<file path="src/rtl/aes_round_ctrl.sv">
// Iterative AES-128 encryption sequencer: holds state, round key, round count and Rcon,
// and steps an external combinational round datapath plus key expansion once per cycle.
module aes_round_ctrl #(
    parameter int ROUNDS = 10
) (
    input  logic         clk,
    input  logic         rst,
    input  logic         in_valid,
    output logic         in_ready,
    input  logic [127:0] data_in,
    input  logic [127:0] key_in,
    output logic         out_valid,
    input  logic         out_ready,
    output logic [127:0] data_out,
    output logic [127:0] rd_state,
    output logic [127:0] rd_key,
    output logic         rd_last,
    input  logic [127:0] rd_result,
    output logic [127:0] kx_key,
    output logic [7:0]   kx_rcon,
    input  logic [127:0] kx_next,
    output logic         busy,
    output logic [3:0]   round
);

    generate
        if (ROUNDS != 10) begin : g_rounds_check
            $error("aes_round_ctrl: only ROUNDS=10 (AES-128) is supported");
        end
    endgenerate

    localparam logic [3:0] LAST_ROUND = 4'(ROUNDS);

    typedef enum logic [1:0] {
        ST_IDLE = 2'd0,
        ST_RUN  = 2'd1,
        ST_DONE = 2'd2
    } fsm_t;

    fsm_t         fsm_q, fsm_d;
    logic [127:0] state_q, state_d;
    logic [127:0] key_q, key_d;
    logic [127:0] dout_q, dout_d;
    logic [7:0]   rcon_q, rcon_d;
    logic [3:0]   round_q, round_d;
    logic         accept;
    logic         is_last;

    function automatic logic [7:0] xtime(input logic [7:0] r);
        return {r[6:0], 1'b0} ^ (r[7] ? 8'h1b : 8'h00);
    endfunction

    assign accept  = in_valid && in_ready;
    assign is_last = (round_q == LAST_ROUND);

    // State register process
    always_ff @(posedge clk or posedge rst) begin
        if (rst) begin
            fsm_q   <= ST_IDLE;
            state_q <= '0;
            key_q   <= '0;
            dout_q  <= '0;
            rcon_q  <= 8'h01;
            round_q <= '0;
        end else begin
            fsm_q   <= fsm_d;
            state_q <= state_d;
            key_q   <= key_d;
            dout_q  <= dout_d;
            rcon_q  <= rcon_d;
            round_q <= round_d;
        end
    end

    // Next-state process
    always_comb begin
        fsm_d = fsm_q;
        unique case (fsm_q)
            ST_IDLE: if (accept) fsm_d = ST_RUN;
            ST_RUN:  if (is_last) fsm_d = ST_DONE;
            ST_DONE: begin
                // A fresh accept during the output handshake skips IDLE entirely.
                if (accept)
                    fsm_d = ST_RUN;
                else if (out_ready)
                    fsm_d = ST_IDLE;
            end
            default: fsm_d = ST_IDLE;
        endcase
    end

    // Register updates; accept only happens in IDLE/DONE so it never collides with RUN.
    always_comb begin
        state_d = state_q;
        key_d   = key_q;
        dout_d  = dout_q;
        rcon_d  = rcon_q;
        round_d = round_q;
        if (accept) begin
            state_d = data_in ^ key_in;
            key_d   = key_in;
            rcon_d  = 8'h01;
            round_d = 4'd1;
        end else if (fsm_q == ST_RUN) begin
            state_d = rd_result;
            key_d   = kx_next;
            rcon_d  = xtime(rcon_q);
            if (is_last)
                dout_d = rd_result;
            else
                round_d = round_q + 4'd1;
        end
    end

    // Output process
    always_comb begin
        in_ready  = 1'b0;
        out_valid = 1'b0;
        busy      = 1'b0;
        rd_last   = 1'b0;
        rd_key    = key_q;
        unique case (fsm_q)
            ST_IDLE: in_ready = 1'b1;
            ST_RUN: begin
                busy    = 1'b1;
                rd_last = is_last;
                rd_key  = kx_next;
            end
            ST_DONE: begin
                busy      = 1'b1;
                out_valid = 1'b1;
                in_ready  = out_ready;
            end
            default: ;
        endcase
    end

    assign rd_state = state_q;
    assign kx_key   = key_q;
    assign kx_rcon  = rcon_q;
    assign data_out = dout_q;
    assign round    = round_q;

endmodule

</file>
<file path="config.mk">
export PLATFORM = sky130hd
export DESIGN_NAME = aes_round_ctrl
export DESIGN_NICKNAME = d
export VERILOG_FILES = /design/src/rtl/aes_round_ctrl.sv
export SDC_FILE = /design/constraint.sdc
export NUM_CORES = 1
export LEC_CHECK = 0
export CAP_MARGIN = 5
export CELL_PAD_IN_SITES_DETAIL_PLACEMENT = 0
export CELL_PAD_IN_SITES_GLOBAL_PLACEMENT = 1
export CORE_AREA = 2 2 404 406
export CTS_CLUSTER_DIAMETER = 30
export DETAILED_ROUTE_END_ITERATION = 10
export DIE_AREA = 0 0 406 408
export GPL_TIMING_DRIVEN = 0
export HOLD_SLACK_MARGIN = 0.15
export PLACE_DENSITY = 0.42
export SETUP_SLACK_MARGIN = 0.5
export SLEW_MARGIN = 20
export SYNTH_ARGS = -nofsm -noshare
export SYNTH_HDL_FRONTEND = slang
export SYNTH_SLANG_ARGS = --single-unit
</file>
<file path="constraint.sdc">
create_clock -name clk -period 13.45 [get_ports clk]
set_input_delay 2.69 -clock clk [delete_from_list [all_inputs] [get_ports clk]]
set_output_delay 2.69 -clock clk [all_outputs]
set_load 0.02 [all_outputs]
</file>
==> impl_results.md, run 1 <==
* Most common flop cell mapped by yosys: sky130_fd_sc_hd__dfrtp_1
* Cell types with the highest counts after synthesis: sky130_fd_sc_hd__dfrtp_1 (397), sky130_fd_sc_hd__mux2_2 (385), sky130_fd_sc_hd__mux2i_1 (134)
* Initial Util at 11.72%
* Number of setup buffers added after CTS at 0
* Power per cell area at 275.4 mW/mm2
* Syn Nets at 1976
* Syn-to-layout area delta at 101.1%
* Required time reported for the critical path endpoint at 10.76 ns
* Clock tree root driver cell: sky130_fd_sc_hd__clkbuf_16
* Core area at 0.1617 mm2
* Count of pins on the block boundary at 1044
* CTS H-tree lvls at 4
* Min Clock Period, post-route at 7.661 ns
* Number of antenna violations at the first check in global routing at 34
* Most used cell along the critical path: sky130_fd_sc_hd__clkdlybuf4s50_1
* Floorplan row count at 148
* Post-route fraction of the period consumed by the critical path at 56.96%
* DRC viols at 0
* Overall die area at 0.1656 mm2
* EDFF count, synth at 0
* Upper clock frequency limit at 130.5 MHz
* Hold Crit Class: reg2reg
* Kind of cell adding the most delay to the critical path: buffers and inverters
* Number of DRC violations after detailed-routing iteration 0 at 631
* Count of state elements after synthesis at 398
* Internal power of the cells at 0.006503 W
* Aggregate negative setup slack at 0 ns
* Fraction of layout cells with a size suffix above 1 at 25.97%
* Fraction of the yosys area taken by sequential cells at 52.59%
* Static leakage at 15.06 nW
* Count of final max-slew check failures at 0
* Slack of the critical path at 5.789 ns
* Worst Path Arrival at 4.97 ns
* Portion of synthesized cell area occupied by the leading cell type at 52.45%
* Async S/R FF share, synth at 100.0%
* Dpl hpwl at 103600 um
* Via count at 17350
* Number of buffers added to fix hold violations after cts at 0
* X dimension of the die at 406 um
* Global-route usage over all layers at 14.96%
* Global-route wire length before repair at 167600 um
* CTS tree: done
* Total detailed-routing wirelength at 126900 um
* Post-synthesis cell count at 1454
* Worst-path clk slew at 0.04 ns
* Setup-violating endpoint count in the final report at 0
* Delay of the slowest cell on the worst path at 0.76 ns
* Clock Sink Count at 398
* Post-Place Worst Slack at 5.742 ns
* RSZ-0062 raised after global routing: no
* Setup crit end kind: output pin
* Slowest cell on the critical path: sky130_fd_sc_hd__clkdlybuf4s50_1
* Count of endpoints failing hold in the final timing report at 0
* Maximum clock skew at final layout at 0.02372 ns
* Cell type contributing the most total cell area after synthesis: sky130_fd_sc_hd__dfrtp_1
* Category of the most critical setup path: in2out
* Netlist area before placement at 0.01894 mm2
* Proportion of total power due to net switching at 37.99%
* Most used standard cell by instance count after synthesis: sky130_fd_sc_hd__dfrtp_1
* Relative slew slack at 21.61%
* IO Port Bufs at 1042
* Post-Syn Area per Cell at 13.03 um2
* Worst setup SP type: input pin
* Library cells used by synthesis at 30
* Series of cell instances along the critical path: clkdlybuf4s50_1 > a21o_1 > clkbuf_1 > clkdlybuf4s50_1
* Total overflow reported by the global router at 0
* Actual slew at the worst max-slew pin at 1.172 ns
* Worst-path fanout max at 10
* Tot Pwr at 0.01049 W
* Number of buffers and inverters on the critical path at 3
* Vias in the first global route at 19160
* Number of buffers on the longest clock path at 3
* Average via count per standard cell at 3.463
* Total of cells resized after clock tree synthesis at 0
* Clock power frac at 35.0%
* Maximum vdd drop at 0.0001221 V
* Maximum capacitance violations at 0
* Wirelength per Cell at 25.33 um
* Flop pwr share at 18.9%
* First drt pass iteration count at 5
* Syn. warnings at 0
* Synth area leaders: sky130_fd_sc_hd__dfrtp_1 (52%), sky130_fd_sc_hd__mux2_2 (23%), sky130_fd_sc_hd__mux2i_1 (7.1%)
* Largest net degree at the start of global routing at 29
* Gp weighted congestion at 0.8065
* Nets@finish at 3204
* Outcome: completed
* Net Switching at 0.003984 W
* Die H at 408 um
* Portion of total power attributed to combinational logic at 46.1%
* Clock buffers created by TritonCTS at 165
* Final antenna-violating net count at 0
* Worst-skew pair later-pin latency at 0.74 ns
-- worst reg2reg max path: stages (launching register included) --
cell	delay (ns)
sky130_fd_sc_hd__dfrtp_1	0.39
sky130_fd_sc_hd__inv_1	0.11
sky130_fd_sc_hd__ha_1	0.17
sky130_fd_sc_hd__buf_2	0.55
sky130_fd_sc_hd__buf_4	0.42
sky130_fd_sc_hd__buf_2	0.66
sky130_fd_sc_hd__buf_4	0.43
sky130_fd_sc_hd__mux2i_1	0.25
sky130_fd_sc_hd__o21ai_0	0.10
-- cell families after synthesis --
family | synth area share (%)
AO/OA/AOI/OAI | 3.865
XOR/XNOR | 6.104
adder cells (fa/ha/maj) | 0.3964
buffers and inverters | 3.158
flip-flops | 52.59
multiplexers | 29.97
AND/OR/NAND/NOR | 3.911
-- final timing paths --
kind	from	to	slack, ns	cells after the start
worst max register to register	fsm_q[1]	rd_state[115]	10.22	8
worst max-delay path	out_ready	in_ready	5.79	4
worst min-delay path	data_out[19]	data_out[19]	0.50	1
min in group asynchronous	rst	data_out[89]	2.37	2
worst min register to register	data_out[19]	data_out[19]	0.50	1
max in group asynchronous	rst	kx_key[19]	9.37	8
-- final cells by class --
| cell class | instances | area, um2 |
|---|---|---|
| inverter | 6 | 26.28 |
| fill | 17390 | 123600 |
| multi-input combinational | 947 | 8381 |
| timing repair buffer | 1061 | 10830 |
| buffer | 103 | 578.1 |
| clock inverter | 30 | 297.8 |
| sequential | 398 | 9961 |
| antenna | 16 | 40.04 |
| tap | 2175 | 2721 |
| clock buffer | 274 | 5251 |
-- power by group through the flow --
stage               Clock, W  Combinational [W]  Sequential (W)
finish               0.00367            0.00484         0.00198
floorplan                  0            0.00175         0.00252
detailed placement         0            0.00494         0.00199
global route         0.00384            0.00511         0.00205
global placement           0            0.00494         0.00200
CTS                  0.00376            0.00496         0.00199
-- stage by stage --
stage          hold slack [ns]  area [um2]  std cells  util [%]
6_report                0.4980       38080       5010     23.56
3_3_place_gp            0.4903       32090       4671     19.85
2_1_floorplan           0.5388       18940       1454         -
4_1_cts                 0.5028       38040       4994     23.53
3_5_place_dp            0.4942       32490       4690     20.10
5_1_grt                 0.5107       38060       5000     23.54
-- layout by cell type, fill, tap and decap left out, types with 4 or more instances in the layout --
| cell | instances |
|---|---|
| sky130_fd_sc_hd__buf_12 | 17 |
| sky130_fd_sc_hd__buf_2 | 31 |
| sky130_fd_sc_hd__buf_4 | 16 |
| sky130_fd_sc_hd__buf_6 | 12 |
| sky130_fd_sc_hd__clkbuf_1 | 82 |
| sky130_fd_sc_hd__clkbuf_16 | 167 |
| sky130_fd_sc_hd__clkbuf_8 | 67 |
| sky130_fd_sc_hd__clkdlybuf4s50_1 | 1042 |
| sky130_fd_sc_hd__clkinv_2 | 17 |
| sky130_fd_sc_hd__dfrtp_1 | 397 |
| sky130_fd_sc_hd__diode_2 | 16 |
| sky130_fd_sc_hd__ha_1 | 6 |
| sky130_fd_sc_hd__inv_1 | 5 |
| sky130_fd_sc_hd__inv_6 | 5 |
| sky130_fd_sc_hd__mux2_2 | 385 |
| sky130_fd_sc_hd__mux2i_1 | 134 |
| sky130_fd_sc_hd__nand2_1 | 4 |
| sky130_fd_sc_hd__nand3_1 | 128 |
| sky130_fd_sc_hd__nor2_1 | 10 |
| sky130_fd_sc_hd__o21ai_0 | 130 |
| sky130_fd_sc_hd__xor2_1 | 129 |
-- sequential cells by signal, indices dropped and copies added (netlist names) --
register / cells
data_out: 128
fsm_q: 2
kx_key: 128
kx_rcon: 8
rd_state: 128
round: 4
-- layer usage --
layer  wire length (um)  GRT usage [%]  vias up
met4               3785          5.544        2
met5                 13              0        -
met2              62880          25.37      774
met1              50480          17.37     8589
li1                   -              -     7799
met3               9722          4.951      188
No activity file was read; power rests on OpenSTA's default activity.
==> run 2: changes to the inputs <==
Clock period 13.45 ns to 6.3 ns, I/O delays scaled along.
==> results of run 2 <==
The final DEF is identical to that of run 1. Status: completed.
Main changes from that run: setup slack after placement 5.742 ns -> 1.452 ns; setup slack after layout 5.789 ns -> 0.9498 ns; start point of the critical path out_ready -> fsm_q[1]; end point of the critical path in_ready -> rd_key[123]; register-to-register setup slack 10.22 ns -> 3.07 ns; total power 0.01049 W -> 0.02239 W; worst IR drop on VDD 0.0001221 V -> 0.0002607 V
